--- src/rtl/tensor_pkg.sv ---
// Shared types for the tensor walk controller: FSM states, default widths and the
// coordinate triple used for both the walk extent and the current read position.
package tensor_pkg;

    localparam int unsigned DefDimW  = 3;
    localparam int unsigned DefDataW = 8;

    typedef enum logic [1:0] {
        StIdle,
        StRun,
        StDrain,
        StDone
    } state_e;

    typedef struct packed {
        logic [DefDimW-1:0] z;
        logic [DefDimW-1:0] y;
        logic [DefDimW-1:0] x;
    } coord_t;

    // x fastest, then y, then z; the caller never advances past the final coordinate.
    function automatic coord_t coord_next(input coord_t c, input coord_t ext);
        coord_t n;
        n = c;
        if (c.x != ext.x) begin
            n.x = c.x + 1'b1;
        end else begin
            n.x = '0;
            if (c.y != ext.y) begin
                n.y = c.y + 1'b1;
            end else begin
                n.y = '0;
                n.z = c.z + 1'b1;
            end
        end
        return n;
    endfunction

endpackage

--- src/rtl/tensor_skid_fifo.sv ---
// Two-entry FIFO holding {last, data} between the cube memory read port and the
// streaming output; head is presented combinationally from the read slot.
module tensor_skid_fifo
    import tensor_pkg::*;
#(
    parameter int unsigned DATA_W = DefDataW
) (
    input  logic              clk,
    input  logic              rst,
    input  logic              push,
    input  logic [DATA_W-1:0] push_data,
    input  logic              push_last,
    input  logic              pop,
    output logic [1:0]        count,
    output logic              empty,
    output logic [DATA_W-1:0] head_data,
    output logic              head_last
);

    logic [1:0][DATA_W:0] slot_q, slot_d;
    logic                 wr_ptr_q, wr_ptr_d;
    logic                 rd_ptr_q, rd_ptr_d;
    logic [1:0]           count_q, count_d;
    logic                 push_ok;
    logic                 pop_ok;

    assign empty   = (count_q == 2'd0);
    assign pop_ok  = pop & ~empty;
    // A push into a full FIFO is only legal when the head leaves in the same cycle.
    assign push_ok = push & ((count_q != 2'd2) | pop_ok);

    always_comb begin
        slot_d   = slot_q;
        wr_ptr_d = wr_ptr_q;
        rd_ptr_d = rd_ptr_q;
        if (push_ok) begin
            slot_d[wr_ptr_q] = {push_last, push_data};
            wr_ptr_d         = ~wr_ptr_q;
        end
        if (pop_ok) begin
            rd_ptr_d = ~rd_ptr_q;
        end
        count_d = count_q + {1'b0, push_ok} - {1'b0, pop_ok};
    end

    always_ff @(posedge clk) begin
        if (rst) begin
            slot_q   <= '0;
            wr_ptr_q <= 1'b0;
            rd_ptr_q <= 1'b0;
            count_q  <= 2'd0;
        end else begin
            slot_q   <= slot_d;
            wr_ptr_q <= wr_ptr_d;
            rd_ptr_q <= rd_ptr_d;
            count_q  <= count_d;
        end
    end

    assign count     = count_q;
    assign head_data = slot_q[rd_ptr_q][DATA_W-1:0];
    assign head_last = slot_q[rd_ptr_q][DATA_W];

endmodule

--- src/rtl/tensor_walk_ctrl.sv ---
// Walks a programmable sub-cube (x fastest), issues one synchronous memory read per element
// and streams the results over valid/ready, throttled by buffer credits.
module tensor_walk_ctrl
    import tensor_pkg::*;
#(
    // Coordinates are held in coord_t, so DIM_W must match the package width.
    parameter int unsigned DIM_W  = DefDimW,
    parameter int unsigned DATA_W = DefDataW
) (
    input  logic              clk,
    input  logic              rst,
    input  logic              start,
    input  logic [DIM_W-1:0]  ext_z,
    input  logic [DIM_W-1:0]  ext_y,
    input  logic [DIM_W-1:0]  ext_x,
    output logic              busy,
    output logic              done,
    output logic              mem_re,
    output logic [DIM_W-1:0]  mem_z,
    output logic [DIM_W-1:0]  mem_y,
    output logic [DIM_W-1:0]  mem_x,
    input  logic [DATA_W-1:0] mem_rdata,
    output logic              out_valid,
    input  logic              out_ready,
    output logic [DATA_W-1:0] out_data,
    output logic              out_last
);

    state_e state_q, state_d;
    coord_t ext_q, ext_d;
    coord_t coord_q, coord_d;
    logic   inflight_q, inflight_d;
    logic   inflight_last_q, inflight_last_d;

    logic [1:0]        fifo_count;
    logic              fifo_empty;
    logic [DATA_W-1:0] head_data;
    logic              head_last;
    logic              pop;
    logic [2:0]        credit;
    logic              is_last;

    assign out_valid = ~fifo_empty;
    assign pop       = out_valid & out_ready;
    // Slots that will still be occupied next cycle without a new issue.
    assign credit    = {1'b0, fifo_count} + {2'b00, inflight_q} - {2'b00, pop};
    assign is_last   = (coord_q == ext_q);

    always_comb begin
        state_d         = state_q;
        ext_d           = ext_q;
        coord_d         = coord_q;
        mem_re          = 1'b0;
        done            = 1'b0;
        unique case (state_q)
            StIdle: begin
                if (start) begin
                    ext_d   = {ext_z, ext_y, ext_x};
                    coord_d = '0;
                    state_d = StRun;
                end
            end
            StRun: begin
                if (credit < 3'd2) begin
                    mem_re = 1'b1;
                    if (is_last) begin
                        state_d = StDrain;
                    end else begin
                        coord_d = coord_next(coord_q, ext_q);
                    end
                end
            end
            StDrain: begin
                if (credit == 3'd0) begin
                    state_d = StDone;
                end
            end
            StDone: begin
                done    = 1'b1;
                state_d = StIdle;
            end
            default: state_d = StIdle;
        endcase
        inflight_d      = mem_re;
        inflight_last_d = mem_re & is_last;
    end

    always_ff @(posedge clk) begin
        if (rst) begin
            state_q         <= StIdle;
            ext_q           <= '0;
            coord_q         <= '0;
            inflight_q      <= 1'b0;
            inflight_last_q <= 1'b0;
        end else begin
            state_q         <= state_d;
            ext_q           <= ext_d;
            coord_q         <= coord_d;
            inflight_q      <= inflight_d;
            inflight_last_q <= inflight_last_d;
        end
    end

    tensor_skid_fifo #(
        .DATA_W(DATA_W)
    ) u_fifo (
        .clk       (clk),
        .rst       (rst),
        .push      (inflight_q),
        .push_data (mem_rdata),
        .push_last (inflight_last_q),
        .pop       (pop),
        .count     (fifo_count),
        .empty     (fifo_empty),
        .head_data (head_data),
        .head_last (head_last)
    );

    assign busy     = (state_q != StIdle);
    assign mem_z    = coord_q.z;
    assign mem_y    = coord_q.y;
    assign mem_x    = coord_q.x;
    assign out_data = head_data;
    assign out_last = out_valid & head_last;

endmodule

--- config.mk ---
export PLATFORM = sky130hd
export DESIGN_NAME = tensor_walk_ctrl
export DESIGN_NICKNAME = d
export VERILOG_FILES = /design/src/rtl/tensor_pkg.sv /design/src/rtl/tensor_skid_fifo.sv /design/src/rtl/tensor_walk_ctrl.sv
export SDC_FILE = /design/constraint.sdc
export NUM_CORES = 1
export LEC_CHECK = 0
export BUFFER_PORTS_ARGS = -buffer_cell sky130_fd_sc_hd__buf_2
export CORE_AREA = 2 2 67 69
export CTS_CLUSTER_SIZE = 25
export DETAILED_ROUTE_END_ITERATION = 8
export DIE_AREA = 0 0 69 71
export PLACE_DENSITY = 0.77
export SYNTH_ARGS = -nofsm -noshare
export SYNTH_HDL_FRONTEND = slang
export SYNTH_SLANG_ARGS = --single-unit
--- constraint.sdc ---
create_clock -name clk -period 3.64 [get_ports clk]
set_clock_uncertainty 0.2 [all_clocks]
set_input_delay 0.546 -clock clk [delete_from_list [all_inputs] [get_ports clk]]
set_output_delay 0.546 -clock clk [all_outputs]
set_load 0.02 [all_outputs]
==> metrics <==
status=finished, final reports clean; Initial Util=52.6%; RSZ-0062 raised after global routing=no; Slew @ Worst Pin=0.791 ns; cells on worst reg2reg path=12; largest fanout on the critical path=6; hold buffer count at cts=0; Setup crit end kind=output pin; Routed Antenna Nets=0; Worst Path Required=2.89 ns; slew margin rel.=47.3%; number of synthesized register bits=44; layout cells sized above 1=23.4%; # nets final=320; Ant. Diodes=0; syn avg cell area=8.88 um^2; PortBufs=42; Setup Crit Path Kind=register to output pin; Die Y=71 um; Worst EP arrival=2.56 ns; gpl congestion=0.770; first-pass GRT wire length=7670 um; Worst setup SP type=register; CTS Buf Count=5; Max Clk Rate=0.302 GHz; setup TNS=0 ns; Seq/Total Area, Yosys=39.8%; htree depth=2; WL/cell=13.1 um; Clock transition at path regs=0.08 ns; largest net degree at the start of global routing=46; Syn Inst Count=249; Area contributors post-synth=dfxtp_1, ha_1, a21oi_1; Synth Cell Area=2210 um^2; Post-Synthesis Net Count=282; Post-CTS Setup Inserts=0; drc violations=0; Die Area=4900 um^2; I/O pin count=43; DP HPWL=3240 um; Synth top area share=39.8%; DR pass1 iterations=4; die width=69 um; Initial DRC Count=91; min Tclk post-route=3.31 ns; row count=24; vias in the first global route=1753; Final Hold Violating Endpoints=0; Skew-Pair Late Insertion Delay=0.29 ns; Vias=1809; Post-synth ARST share=0%; CTS root buf=clkbuf_8; CTS sink count=44; max-slew violation count=0; initial antenna violation count=0; Pleak=1.08 nW; via/cell ratio=5.35; CTS tree=done; GR Overflow Total=0; Synth Flop Type=dfxtp_1; post-cts resize count=0; fin crit share=90.9%; CTS max path bufs=2; final core utilization=60.3%; Setup-failing EPs final=0; WHS Path Cells=2; Post-synth EDFFs=0; Worst VDD drop=0.000416 V; Area growth, synth to finish=14.7%; routed wire length=4430 um; largest area contributor in the netlist=dfxtp_1; pwr dens=718 nW/um^2; synth unique cells=47; Worst Hold Class=register to register; Syn. warnings=0; total global-route track usage=19.0%; Core Area=4200 um^2; Max-Cap Viols=0
-- stage by stage --
step	total power, mW	hold WS, ns	setup slack [ns]	std cells	cell area [um^2]
floorplan	1.29	0.233	0.622	249	2210
global placement	1.46	0.241	0.584	332	2440
detailed placement	1.49	0.249	0.521	332	2440
CTS	1.84	0.261	0.289	338	2540
global route	1.96	0.275	0.153	338	2540
finish	1.82	0.258	0.332	338	2540
-- kinds of logic (layout without fill, tap and decap cells) --
family,after synthesis,count (layout),share of synthesized area [%]
buffers and inverters,23,60,4.41
adders and majority gates,12,12,7.13
DFF,44,44,39.8
xor gates and xnor gates,14,14,5.55
muxes,20,20,9.56
AOI/OAI and AO/OA,42,42,11.3
and+or+nand+nor,94,94,22.2
-- routing by layer --
metal / share of wire [%] / global-route usage, %
met1: 45 / 22.3
met2: 50 / 33.5
met3: 3.8 / 4.27
met4: 1.5 / 8.06
met5: 0 / 0
-- final cells by class --
| class | count | area [um^2] |
|---|---|---|
| inverters | 11 | 41.3 |
| flip-flops and latches | 44 | 881 |
| repair buffers | 43 | 218 |
| clock buffers | 5 | 68.8 |
| multi-input cells | 182 | 1230 |
| fillers | 388 | 1670 |
| well taps | 52 | 65.1 |
| clock inverters | 1 | 30.0 |
-- worst max-delay path, stage by stage (launching register included) --
cell	delay (ns)
dfxtp_1	0.34
inv_1	0.14
nand2_1	0.09
and2_1	0.17
ha_1	0.26
inv_1	0.04
ha_1	0.18
fa_1	0.37
xor2_1	0.21
nand2b_1	0.19
nor2_1	0.13
buf_2	0.17
-- final timing paths --
check | endpoint | slack, ns | start
hold / removal | u_fifo.slot_q[12] | 0.26 | u_fifo.slot_q[12]
setup / recovery | mem_re | 0.33 | u_fifo.count[1]
hold reg to reg | u_fifo.slot_q[12] | 0.26 | u_fifo.slot_q[12]
setup reg to reg | mem_y[2] | 0.57 | u_fifo.count[1]
-- report_power, final --
group	leakage [nW]	switching [mW]	total [mW]	internal (mW)
clock	0.0501	0.153	0.349	0.197
combinational	0.675	0.502	0.837	0.334
sequential	0.357	0.0795	0.635	0.556
total	1.08	0.735	1.82	1.09
-- synthesized netlist by cell type, drive strengths merged (3+ instances only) --
| cell | count |
|---|---|
| a21oi | 23 |
| nand2 | 23 |
| ha | 11 |
| nor3 | 3 |
| inv | 11 |
| mux2i | 11 |
| nand3 | 22 |
| o21ai | 6 |
| a31oi | 3 |
| buf | 4 |
| mux2 | 9 |
| clkbuf | 7 |
| nand2b | 8 |
| xnor2 | 12 |
| dfxtp | 44 |
| nor2 | 22 |
| and2 | 3 |
-- cells in the final DEF (no fill, tap or decap), types with 8 or more instances in the layout --
master	instances
nand2_1	23
xnor2_1	12
a21oi_1	23
mux2_2	9
nand2b_1	8
dfxtp_1	44
mux2i_1	11
nand3_1	21
nor2_1	21
buf_2	42
ha_1	11
inv_1	11
-- flip-flops by register name, summed over array words and instances, names as in the netlist --
register / count
u_fifo.slot_q: 18
ext_q: 9
mem_x: 3
mem_y: 3
mem_z: 3
state_q: 2
u_fifo.count: 2
inflight_last_q: 1
inflight_q: 1
u_fifo.rd_ptr_q: 1
u_fifo.wr_ptr_q: 1
Note: power is estimated with default switching activity, not from simulation.
